===== config.mk =====
export PLATFORM = sky130hd
export DESIGN_NAME = apb_prio_intr_ctrl
export DESIGN_NICKNAME = d
export VERILOG_FILES = /design/src/rtl/intr_ctrl_pkg.sv /design/src/rtl/intr_prio_arbiter.sv /design/src/rtl/apb_prio_intr_ctrl.sv
export SDC_FILE = /design/constraint.sdc
export NUM_CORES = 1
export LEC_CHECK = 0
export CAP_MARGIN = 30
export CORE_MARGIN = 3
export CORE_UTILIZATION = 40
export DETAILED_ROUTE_END_ITERATION = 10
export HOLD_SLACK_MARGIN = 0.15
export PLACE_DENSITY = 0.66
export SYNTH_ARGS = -nofsm -noshare
export SYNTH_HDL_FRONTEND = slang
export SYNTH_SLANG_ARGS = --single-unit
export TNS_END_PERCENT = 10

===== constraint.sdc =====
create_clock -name pclk_i -period 24.5 [get_ports pclk_i]
set_input_delay 7.35 -clock pclk_i [delete_from_list [all_inputs] [get_ports pclk_i]]
set_output_delay 7.35 -clock pclk_i [all_outputs]
set_load 0.02 [all_outputs]

===== src/rtl/intr_ctrl_pkg.sv =====
// Shared FSM encodings and register-offset constants for apb_prio_intr_ctrl.
// Register offsets are added to NUM_INTR to form the word address.
package intr_ctrl_pkg;

    typedef enum logic [2:0] {
        S_IDLE = 3'b001,
        S_ARB  = 3'b010,
        S_WAIT = 3'b100
    } state_e;

    localparam int OFF_ENABLE  = 0;
    localparam int OFF_PENDING = 1;
    localparam int OFF_THRESH  = 2;

endpackage


===== src/rtl/intr_prio_arbiter.sv =====
// Combinational max-priority selector; on equal priority the lowest index wins.
module intr_prio_arbiter #(
    parameter int NUM_INTR = 16,
    parameter int PRIO_W   = 4,
    parameter int ID_W     = 5
) (
    input  logic [NUM_INTR-1:0]        elig_i,
    input  logic [NUM_INTR*PRIO_W-1:0] prio_i,
    output logic [ID_W-1:0]            win_id_o,
    output logic                       any_o
);

    logic [PRIO_W-1:0] best_prio;
    logic [ID_W-1:0]   best_id;
    logic              found;

    // Strict '>' during the ascending scan keeps the earliest (lowest) index on ties.
    always_comb begin
        best_prio = '0;
        best_id   = '0;
        found     = 1'b0;
        for (int i = 0; i < NUM_INTR; i++) begin
            if (elig_i[i] && (!found || (prio_i[i*PRIO_W +: PRIO_W] > best_prio))) begin
                found     = 1'b1;
                best_prio = prio_i[i*PRIO_W +: PRIO_W];
                best_id   = ID_W'(i);
            end
        end
    end

    assign win_id_o = best_id;
    assign any_o    = found;

endmodule


===== src/rtl/apb_prio_intr_ctrl.sv =====
// APB-programmable priority interrupt controller with claim/complete handshake.
// Optional THRESHOLD register is compiled in with the PRIO_THRESHOLD_EN macro.
module apb_prio_intr_ctrl
    import intr_ctrl_pkg::*;
#(
    parameter int NUM_INTR = 16,
    parameter int PRIO_W   = 4,
    parameter int ID_W     = 5,
    parameter int ADDR_W   = 6,
    parameter int DATA_W   = 32
) (
    input  logic              pclk_i,
    input  logic              prst_i,
    input  logic [ADDR_W-1:0] paddr_i,
    input  logic [DATA_W-1:0] pwdata_i,
    input  logic              pwrite_i,
    input  logic              penable_i,
    output logic [DATA_W-1:0] prdata_o,
    output logic              pready_o,
    output logic              perror_o,
    input  logic [NUM_INTR-1:0] intr_active_i,
    output logic [ID_W-1:0]   intr_to_srvc_o,
    output logic              intr_valid_o,
    input  logic              intr_srvcd_i
);

    localparam logic [ADDR_W-1:0] A_ENABLE  = ADDR_W'(NUM_INTR + OFF_ENABLE);
    localparam logic [ADDR_W-1:0] A_PENDING = ADDR_W'(NUM_INTR + OFF_PENDING);

    logic [NUM_INTR*PRIO_W-1:0] prio_q, prio_d;
    logic [NUM_INTR-1:0]        enable_q, enable_d;
    logic [NUM_INTR-1:0]        pending_q, pending_d;
    logic [DATA_W-1:0]          prdata_q, prdata_d;
    logic                       pready_q, pready_d;
    logic                       perror_q, perror_d;
    logic [PRIO_W-1:0]          thresh_cmp;

    state_e          state_q;
    logic [ID_W-1:0] id_q;
    logic            valid_q;

    logic [NUM_INTR-1:0] elig;
    logic [NUM_INTR-1:0] clr_mask;
    logic [ID_W-1:0]     win_id;
    logic                any_elig;
    logic                prio_hit;
    logic                unused_wdata;

    assign unused_wdata = ^pwdata_i;

`ifdef PRIO_THRESHOLD_EN
    localparam logic [ADDR_W-1:0] A_THRESH = ADDR_W'(NUM_INTR + OFF_THRESH);
    logic [PRIO_W-1:0] thresh_q, thresh_d;
    assign thresh_cmp = thresh_q;
`else
    assign thresh_cmp = '0;
`endif

    // An access is performed on the edge where penable_i is high and pready_o is low.
    always_comb begin
        pready_d = penable_i & ~pready_q;
        perror_d = 1'b0;
        prdata_d = prdata_q;
        prio_d   = prio_q;
        enable_d = enable_q;
        prio_hit = 1'b0;
`ifdef PRIO_THRESHOLD_EN
        thresh_d = thresh_q;
`endif
        if (pready_d) begin
            if (!pwrite_i) prdata_d = '0;
            for (int i = 0; i < NUM_INTR; i++) begin
                if (int'(paddr_i) == i) begin
                    prio_hit = 1'b1;
                    if (pwrite_i) prio_d[i*PRIO_W +: PRIO_W] = pwdata_i[PRIO_W-1:0];
                    else          prdata_d = DATA_W'(prio_q[i*PRIO_W +: PRIO_W]);
                end
            end
            if (prio_hit) begin
                perror_d = 1'b0;
            end else if (paddr_i == A_ENABLE) begin
                if (pwrite_i) enable_d = pwdata_i[NUM_INTR-1:0];
                else          prdata_d = DATA_W'(enable_q);
            end else if (paddr_i == A_PENDING) begin
                if (pwrite_i) perror_d = 1'b1;
                else          prdata_d = DATA_W'(pending_q);
`ifdef PRIO_THRESHOLD_EN
            end else if (paddr_i == A_THRESH) begin
                if (pwrite_i) thresh_d = pwdata_i[PRIO_W-1:0];
                else          prdata_d = DATA_W'(thresh_q);
`endif
            end else begin
                perror_d = 1'b1;
            end
        end
    end

    // Set wins over the completion clear, so a still-active source re-pends.
    always_comb begin
        clr_mask  = (state_q == S_WAIT && intr_srvcd_i) ? (NUM_INTR'(1) << id_q) : '0;
        pending_d = (pending_q & ~clr_mask) | (intr_active_i & enable_q);
        for (int i = 0; i < NUM_INTR; i++) begin
            elig[i] = pending_q[i] & enable_q[i] & (prio_q[i*PRIO_W +: PRIO_W] > thresh_cmp);
        end
    end

    intr_prio_arbiter #(
        .NUM_INTR (NUM_INTR),
        .PRIO_W   (PRIO_W),
        .ID_W     (ID_W)
    ) u_arb (
        .elig_i   (elig),
        .prio_i   (prio_q),
        .win_id_o (win_id),
        .any_o    (any_elig)
    );

    always_ff @(posedge pclk_i or posedge prst_i) begin
        if (prst_i) begin
            prio_q    <= '0;
            enable_q  <= '0;
            pending_q <= '0;
            prdata_q  <= '0;
            pready_q  <= 1'b0;
            perror_q  <= 1'b0;
`ifdef PRIO_THRESHOLD_EN
            thresh_q  <= '0;
`endif
        end else begin
            prio_q    <= prio_d;
            enable_q  <= enable_d;
            pending_q <= pending_d;
            prdata_q  <= prdata_d;
            pready_q  <= pready_d;
            perror_q  <= perror_d;
`ifdef PRIO_THRESHOLD_EN
            thresh_q  <= thresh_d;
`endif
        end
    end

    always_ff @(posedge pclk_i or posedge prst_i) begin
        if (prst_i) begin
            state_q <= S_IDLE;
            id_q    <= '0;
            valid_q <= 1'b0;
        end else begin
            unique case (state_q)
                S_IDLE: if (any_elig) state_q <= S_ARB;
                S_ARB: begin
                    if (any_elig) begin
                        id_q    <= win_id;
                        valid_q <= 1'b1;
                        state_q <= S_WAIT;
                    end else begin
                        valid_q <= 1'b0;
                        state_q <= S_IDLE;
                    end
                end
                S_WAIT: begin
                    if (intr_srvcd_i) begin
                        valid_q <= 1'b0;
                        id_q    <= '0;
                        state_q <= (|(elig & ~clr_mask)) ? S_ARB : S_IDLE;
                    end
                end
                default: begin
                    valid_q <= 1'b0;
                    id_q    <= '0;
                    state_q <= S_IDLE;
                end
            endcase
        end
    end

    assign prdata_o       = prdata_q;
    assign pready_o       = pready_q;
    assign perror_o       = perror_q;
    assign intr_to_srvc_o = id_q;
    assign intr_valid_o   = valid_q;

endmodule


-- After elaboration in Yosys (flattened, before gate mapping)
Index checks and enable logic that the tools add are counted.
- shift-type cells: 1
- add/sub/neg operators: 0
- bitwise gates (word level): 41
- muxes and demuxes: 128
- reductions and logical operators: 68
- order comparisons: 31
- div/mod/pow operators: 0
- eq/ne operators: 23
- multiply operators: 0
- operator list (kind ; number):
    $mux W32 ; 48
    $mux W4 ; 23
    $gt A4 B1 Y1 const B ; 16
    $eq A6 B5 Y1 const B ; 10
    $gt A4 B4 Y1 ; 15
    $reduce_and A3 Y1 ; 17
    $and A16 B16 Y16 ; 3
    $mux W1 ; 41
    $and A1 B1 Y1 ; 33
    $eq A6 B4 Y1 const B ; 4
    $mux W3 ; 7
    $logic_and A1 B1 Y1 ; 16
    $mux W16 ; 1
    $not A16 Y16 ; 1
    $or A16 B16 Y16 ; 1
    $reduce_or A16 Y1 ; 1
    $shl A1 B5 Y16 const A ; 1
    $logic_not A1 Y1 ; 15
    $logic_or A1 B1 Y1 ; 15
    $pmux W5 S3 ; 1
    $eq A6 B3 Y1 const B ; 2
    $mux W5 ; 2
    $pmux W3 S3 ; 1
    $eq A6 B2 Y1 const B ; 1
    10 further kinds ; 17
- RAM bits: 0
- bits in latches: 0
- input port bits: 59
- logic and storage cells: 316
- memory bits (read-only): 0
- register bits after elaboration: 139
- memories kept: 0

-- Longest topological paths before layout
- depth after elaboration: 65
- depth in mapped cells: 141
- depth with buffers taken out: 137

-- Cells and area by module
From an unflattened synthesis, not the netlist that was laid out.
- cells, all modules: 1155
- area, all modules: 10317.4 sq um
- modules (own cells, without submodules) (module ; times used ; area an instance (sq um) ; seq. area each (sq um) ; cells each):
    apb_prio_intr_ctrl ; 1 ; 6911.6 ; 3479.6 ; 662
    intr_prio_arbiter ; 1 ; 3405.8 ; 0.0 ; 493

-- Worst setup path after synthesis
Ideal clock, no wire load.
- kind: reg-to-reg
- start point: reg enable_q[0]
- end point: reg id_q[3], in the netlist intr_to_srvc_o[3]
- cell stages (with the launch flop): 125
- library setup time: 126 ps
- data required time: 24374 ps
- buffers on the path: 4
- arrival: 22550 ps
- path slack: 1824 ps
- path through: dfrtp_1 -> and2_1 -> nand2_1 -> ha_1 -> nor2b_1 -> o211ai_1 -> a21oi_1 -> o21a_1 -> o21ai_0 -> inv_1 -> ha_1 -> nor2b_1 -> o211ai_1 -> a21oi_1 -> o21ai_0 -> clkbuf_1 -> nor2_1 -> or2_2 -> [... 89 more ...] -> a21oi_1 -> a41o_1 -> nand2_1 -> and2_1 -> clkbuf_1 -> nor2_1 -> a221oi_1 -> ha_1 -> nor2b_1 -> o21ai_0 -> nand2b_1 -> a21oi_1 -> a41oi_1 -> o21ai_0 -> inv_1 -> nor2_1 -> a31oi_1 -> a221o_1
- word-level cells in the longest chain between the ends: 65
- elaborated cells between the ends (all ways): 105
- ends and longest elaborated chain (item ; line ; RTL):
    start, declared ; apb_prio_intr_ctrl.sv:31 ; logic [NUM_INTR-1:0] enable_q, enable_d;
    start signal, assigned ; apb_prio_intr_ctrl.sv:131 ; enable_q <= enable_d;
    $and A1 B1 Y1 * (2 in a row) ; apb_prio_intr_ctrl.sv:103 ; elig[i] = pending_q[i] & enable_q[i] & (prio_q[i*PRIO_W +: PRIO_W] > thresh_cmp);
    $mux W4 / $mux W1 (equally long branches) ; intr_prio_arbiter.sv:23 ; if (elig_i[i] && (!found || (prio_i[i*PRIO_W +: PRIO_W] > best_prio))) begin
    $gt A4 B4 Y1 / $logic_not A1 Y1 (equally long branches) ; intr_prio_arbiter.sv:23 ;
    $logic_or A1 B1 Y1 ; intr_prio_arbiter.sv:23 ;
    $logic_and A1 B1 Y1 ; intr_prio_arbiter.sv:23 ;
    $mux W4 / $mux W1 (equally long branches) ; intr_prio_arbiter.sv:23 ;
    $gt A4 B4 Y1 / $logic_not A1 Y1 (equally long branches) ; intr_prio_arbiter.sv:23 ;
    $logic_or A1 B1 Y1 ; intr_prio_arbiter.sv:23 ;
    [... 48 more ...] ; - ;
    $logic_and A1 B1 Y1 ; intr_prio_arbiter.sv:23 ;
    $mux W4 / $mux W1 (equally long branches) ; intr_prio_arbiter.sv:23 ;
    $gt A4 B4 Y1 / $logic_not A1 Y1 (equally long branches) ; intr_prio_arbiter.sv:23 ;
    $logic_or A1 B1 Y1 ; intr_prio_arbiter.sv:23 ;
    $logic_and A1 B1 Y1 ; intr_prio_arbiter.sv:23 ;
    $mux W4 / $mux W1 (equally long branches) ; intr_prio_arbiter.sv:23 ;
    $mux W5 / $ne A2 B2 Y1 (equally long branches) ; - ;
    $pmux W5 S3 / $reduce_and A3 Y1 (equally long branches) ; - ;
    end signal, assigned ; apb_prio_intr_ctrl.sv:152 ; id_q <= win_id;
    end, declared ; apb_prio_intr_ctrl.sv:39 ; logic [ID_W-1:0] id_q;
Every way passes the cells marked *; elsewhere a longest branch is shown, timed or not. The select of a mux whose other input is x is not followed.
A chain may end at the register's enable or synchronous reset.

-- Final worst setup path
Same ends and word-level chain as after synthesis.

==> metrics.md <==
| Metric | Value |
|---|---|
| Leak | `5.30 nW` |
| Final WL | `between 30000 and 40000 um` |
| Post-layout minimum cycle time | `23280 ps` |
| Worst R2R End | `intr_to_srvc_o[3]$_DFFE_PP0P_` |
| Cells on worst reg2reg path | `between 100 and 150` |
| PD cells | `between 70 and 80 nW/um2` |
| Placed cell count | `1476` |
| Crit path top cell by count | `ha_1` |
| Share of layout cells above drive strength 1 | `21.6%` |
| # port buffers | `81` |
| Worst Hold End | `prdata_o[12]$_DFFE_PP0P_` |
| Final ANT Viol Nets | `0` |
| Worst skew pair latency | `430 ps` |
| Clk_skew | `around 14 ps` |
| Routed vias | `a little over 9000` |
| Worst endpoint required time | `24810 ps` |
| CTS tree | `built` |
| Post-synthesis sequential area ratio | `35.3%` |
| Worst setup SP type | `register` |
| RR Startpoint | `enable_q[0]$_DFFE_PP0P_` |
| Hold Path Cell Cnt | `2` |
| GRT Overall Usage | `roughly 22%` |
| Max Clock Freq | `0.0429 GHz` |
| Residual DRC | `0` |
| MaxCap Viol Count | `0` |
| EDFF count, synth | `0` |
| Final period util | `between 90% and 100%` |
| Vias in the first global route | `8402` |
| Crit. Startpoint | `enable_q[0]$_DFFE_PP0P_` |
| Synth Net Count | `1189` |
| Mapped Area | `9790 um2` |
| Core area | `around 24000 um2` |
| Iteration count of the initial detailed-routing pass | `5` |
| Clock tree buffer depth | `2` |
| Synth cell types | `86` |
| Clock Sinks | `138` |
| Worst Path Class, Setup | `reg2reg` |
| Die ar. | `approximately 26000 um2` |
| # setup viols final | `0` |
| Seq cells post-synth | `138` |
| Diode count | `0` |
| Synth async-reset ratio | `100%` |
| Area growth syn-to-layout | `24.8%` |
| Design Power | `0.000862 W` |
| Site row count | `56` |
| Util after Layout | `51.4%` |
| Mean Syn Cell Area | `9.08 um2` |
| H-tree levels | `4` |
| Die X | `around 160 um` |
| Initial antenna violation count | `1` |
| Slew @ Worst Pin | `956 ps` |
| CTS Buf Count | `17` |
| Max FO, Critical Path | `10` |
| Final hold viol count | `0` |
| Final Non-Filler Cells | `1529` |
| Initial Util | `41.2%` |
| Vias per Instance | `5.96` |
| Largest net degree at the start of global routing | `75` |
| Drt first-iter violations | `856` |
| Beginning of the worst hold path | `prdata_o[12]$_DFFE_PP0P_` |
| Reg clk slew, reported paths | `60 ps` |
| Die Y | `between 150 and 200 um` |
| Max VDD drop | `0.0459 mV` |
| Hold Path Class | `reg2reg` |
| WHS | `477 ps` |
| Hold_buf cts | `0` |
| Root Buffer | `clkbuf_16` |
| Critical-path top delay cell | `or3_4` |
| Nets@finish | `1308` |
| Gr ovfl total | `0` |
| Critical path capture point type | `register` |
| Max-slew violations | `0` |
| Worst R2R Setup Slack | `1220 ps` |
| Post-Syn Instances | `1078` |
| Synth warnings | `0` |
| Main synth FF type | `dfrtp_1` |
| Outcome | `finished clean` |
| CP arrival | `23600 ps` |
| Detailed placer's ending HPWL | `22200 um` |
| Gpl congestion | `0.885` |
| Max incr delay on CP | `460 ps` |
| IO Count | `99` |
| Mean routed wirelength per cell | `19.9 um` |
| First-pass GRT wire length | `about 46000 um` |
| Max_slew headroom | `35.4%` |
kinds of logic after synthesis:
logic type	after synthesis	synth area share, %
muxes	103	12.5
AOI/OAI and AO/OA	294	21.0
other	1	0.0383
buffers and inverters	100	4.18
and+or+nand+nor	389	20.3
DFF	138	35.3
adders and majority gates	53	6.75
flip-flops by register name (all words and copies together), names as in the netlist:
| signal | cells |
|---|---|
| enable_q | 16 |
| intr_to_srvc_o | 4 |
| intr_valid_o | 1 |
| pending_q | 16 |
| perror_o | 1 |
| prdata_o | 32 |
| pready_o | 1 |
| prio_q | 64 |
| state_q | 3 |
placed cells by master, fill, tap and decap left out, types with 6 or more instances in the layout:
cell	count
nand3_1	32
or2_2	13
a22o_1	17
and2_1	26
clkdlybuf4s50_1	81
o21ai_0	65
buf_4	58
a311oi_1	8
or3_1	6
dfrtp_1	137
a21oi_2	9
a21oi_1	52
mux2_2	76
ha_1	47
a22oi_1	17
and3_1	15
nor4_1	11
nor2_1	79
inv_6	6
inv_1	57
clkbuf_16	17
mux2i_1	10
a41oi_1	6
nand2b_1	9
nor2b_1	16
o211ai_1	8
nand2_1	110
o21ai_1	9
nor3b_1	9
nand4_1	6
nor3_1	12
or4_1	8
a31oi_1	11
cells in the mapped netlist, types with 17 or more instances:
cell	number	area (um2)
a21oi_1	61	305
a22o_1	17	149
a22oi_1	17	128
and2_1	28	175
clkbuf_1	34	128
dfrtp_1	137	3430
ha_1	52	651
inv_1	59	221
mux2_2	79	890
nand2_1	111	417
nand3_1	33	165
nor2_1	81	304
o21ai_0	77	385
worst max-delay path: cells and delay by family, from the launching register on:
family                     cells  cell delay, ps
AOI/OAI and AO/OA             54            9070
adders and majority gates     16            4520
buffers and inverters         14            1810
DFF                            1             400
muxes                          7            1940
and+or+nand+nor               35            5400
where the power goes:
| part | total [W] | leakage (nW) | switching (W) | internal, W |
|---|---|---|---|---|
| clock | 0.000272 | 0.295 | 0.000108 | 0.000164 |
| sequential | 0.000281 | 1.81 | 0.0000293 | 0.000252 |
| combinational | 0.000309 | 3.19 | 0.000164 | 0.000145 |
| total | 0.000862 | 5.30 | 0.000302 | 0.000561 |
layout make-up:
cell class | instances | area [um2]
Fill cell | 2170 | 11500
Multi-Input combinational cell | 840 | 6240
Sequential cell | 138 | 3450
Timing Repair Buffer | 141 | 1280
Clock buffer | 19 | 443
Tap cell | 319 | 399
Inverter | 59 | 226
Clock inverter | 13 | 164
worst max-delay path by stage:
stage                                          endpoint  slack (ps)  cells past startpoint
after floorplan           intr_to_srvc_o[3]$_DFFE_PP0P_        1820                    124
after global placement    intr_to_srvc_o[3]$_DFFE_PP0P_         500                    121
after detailed placement  intr_to_srvc_o[3]$_DFFE_PP0P_         260                    121
after CTS                 intr_to_srvc_o[3]$_DFFE_PP0P_         100                    121
after global routing      intr_to_srvc_o[3]$_DFFE_PP0P_        -180                    129
final                     intr_to_srvc_o[3]$_DFFE_PP0P_        1220                    126
per-stage QoR:
step | TNS [ps] | setup WS [ps] | instance area, um2
detailed placement | 0 | 257 | 11100
global placement | 0 | 499 | 11100
CTS | 0 | 98.8 | 11700
finish | 0 | 1220 | 12200
global route | -535 | -178 | 12200
floorplan | 0 | 1820 | 9790
routing by layer:
layer,wire length (um),vias up,share of wire (%),GRT usage [%]
met3,2400,44,7.9,5.34
met5,0,-,0,0
met1,14100,4455,46,32.4
met2,13400,345,44,33.9
met4,552,0,1.8,5.43
li1,-,4265,-,-
timing repair:
| item | in CTS | in global routing |
|---|---|---|
| endpoints found under the setup margin | 0 | 4 |
| gates resized for setup | 0 | 74 |
| setup buffers | 0 | 20 |
(Power assumes the default switching activity.)
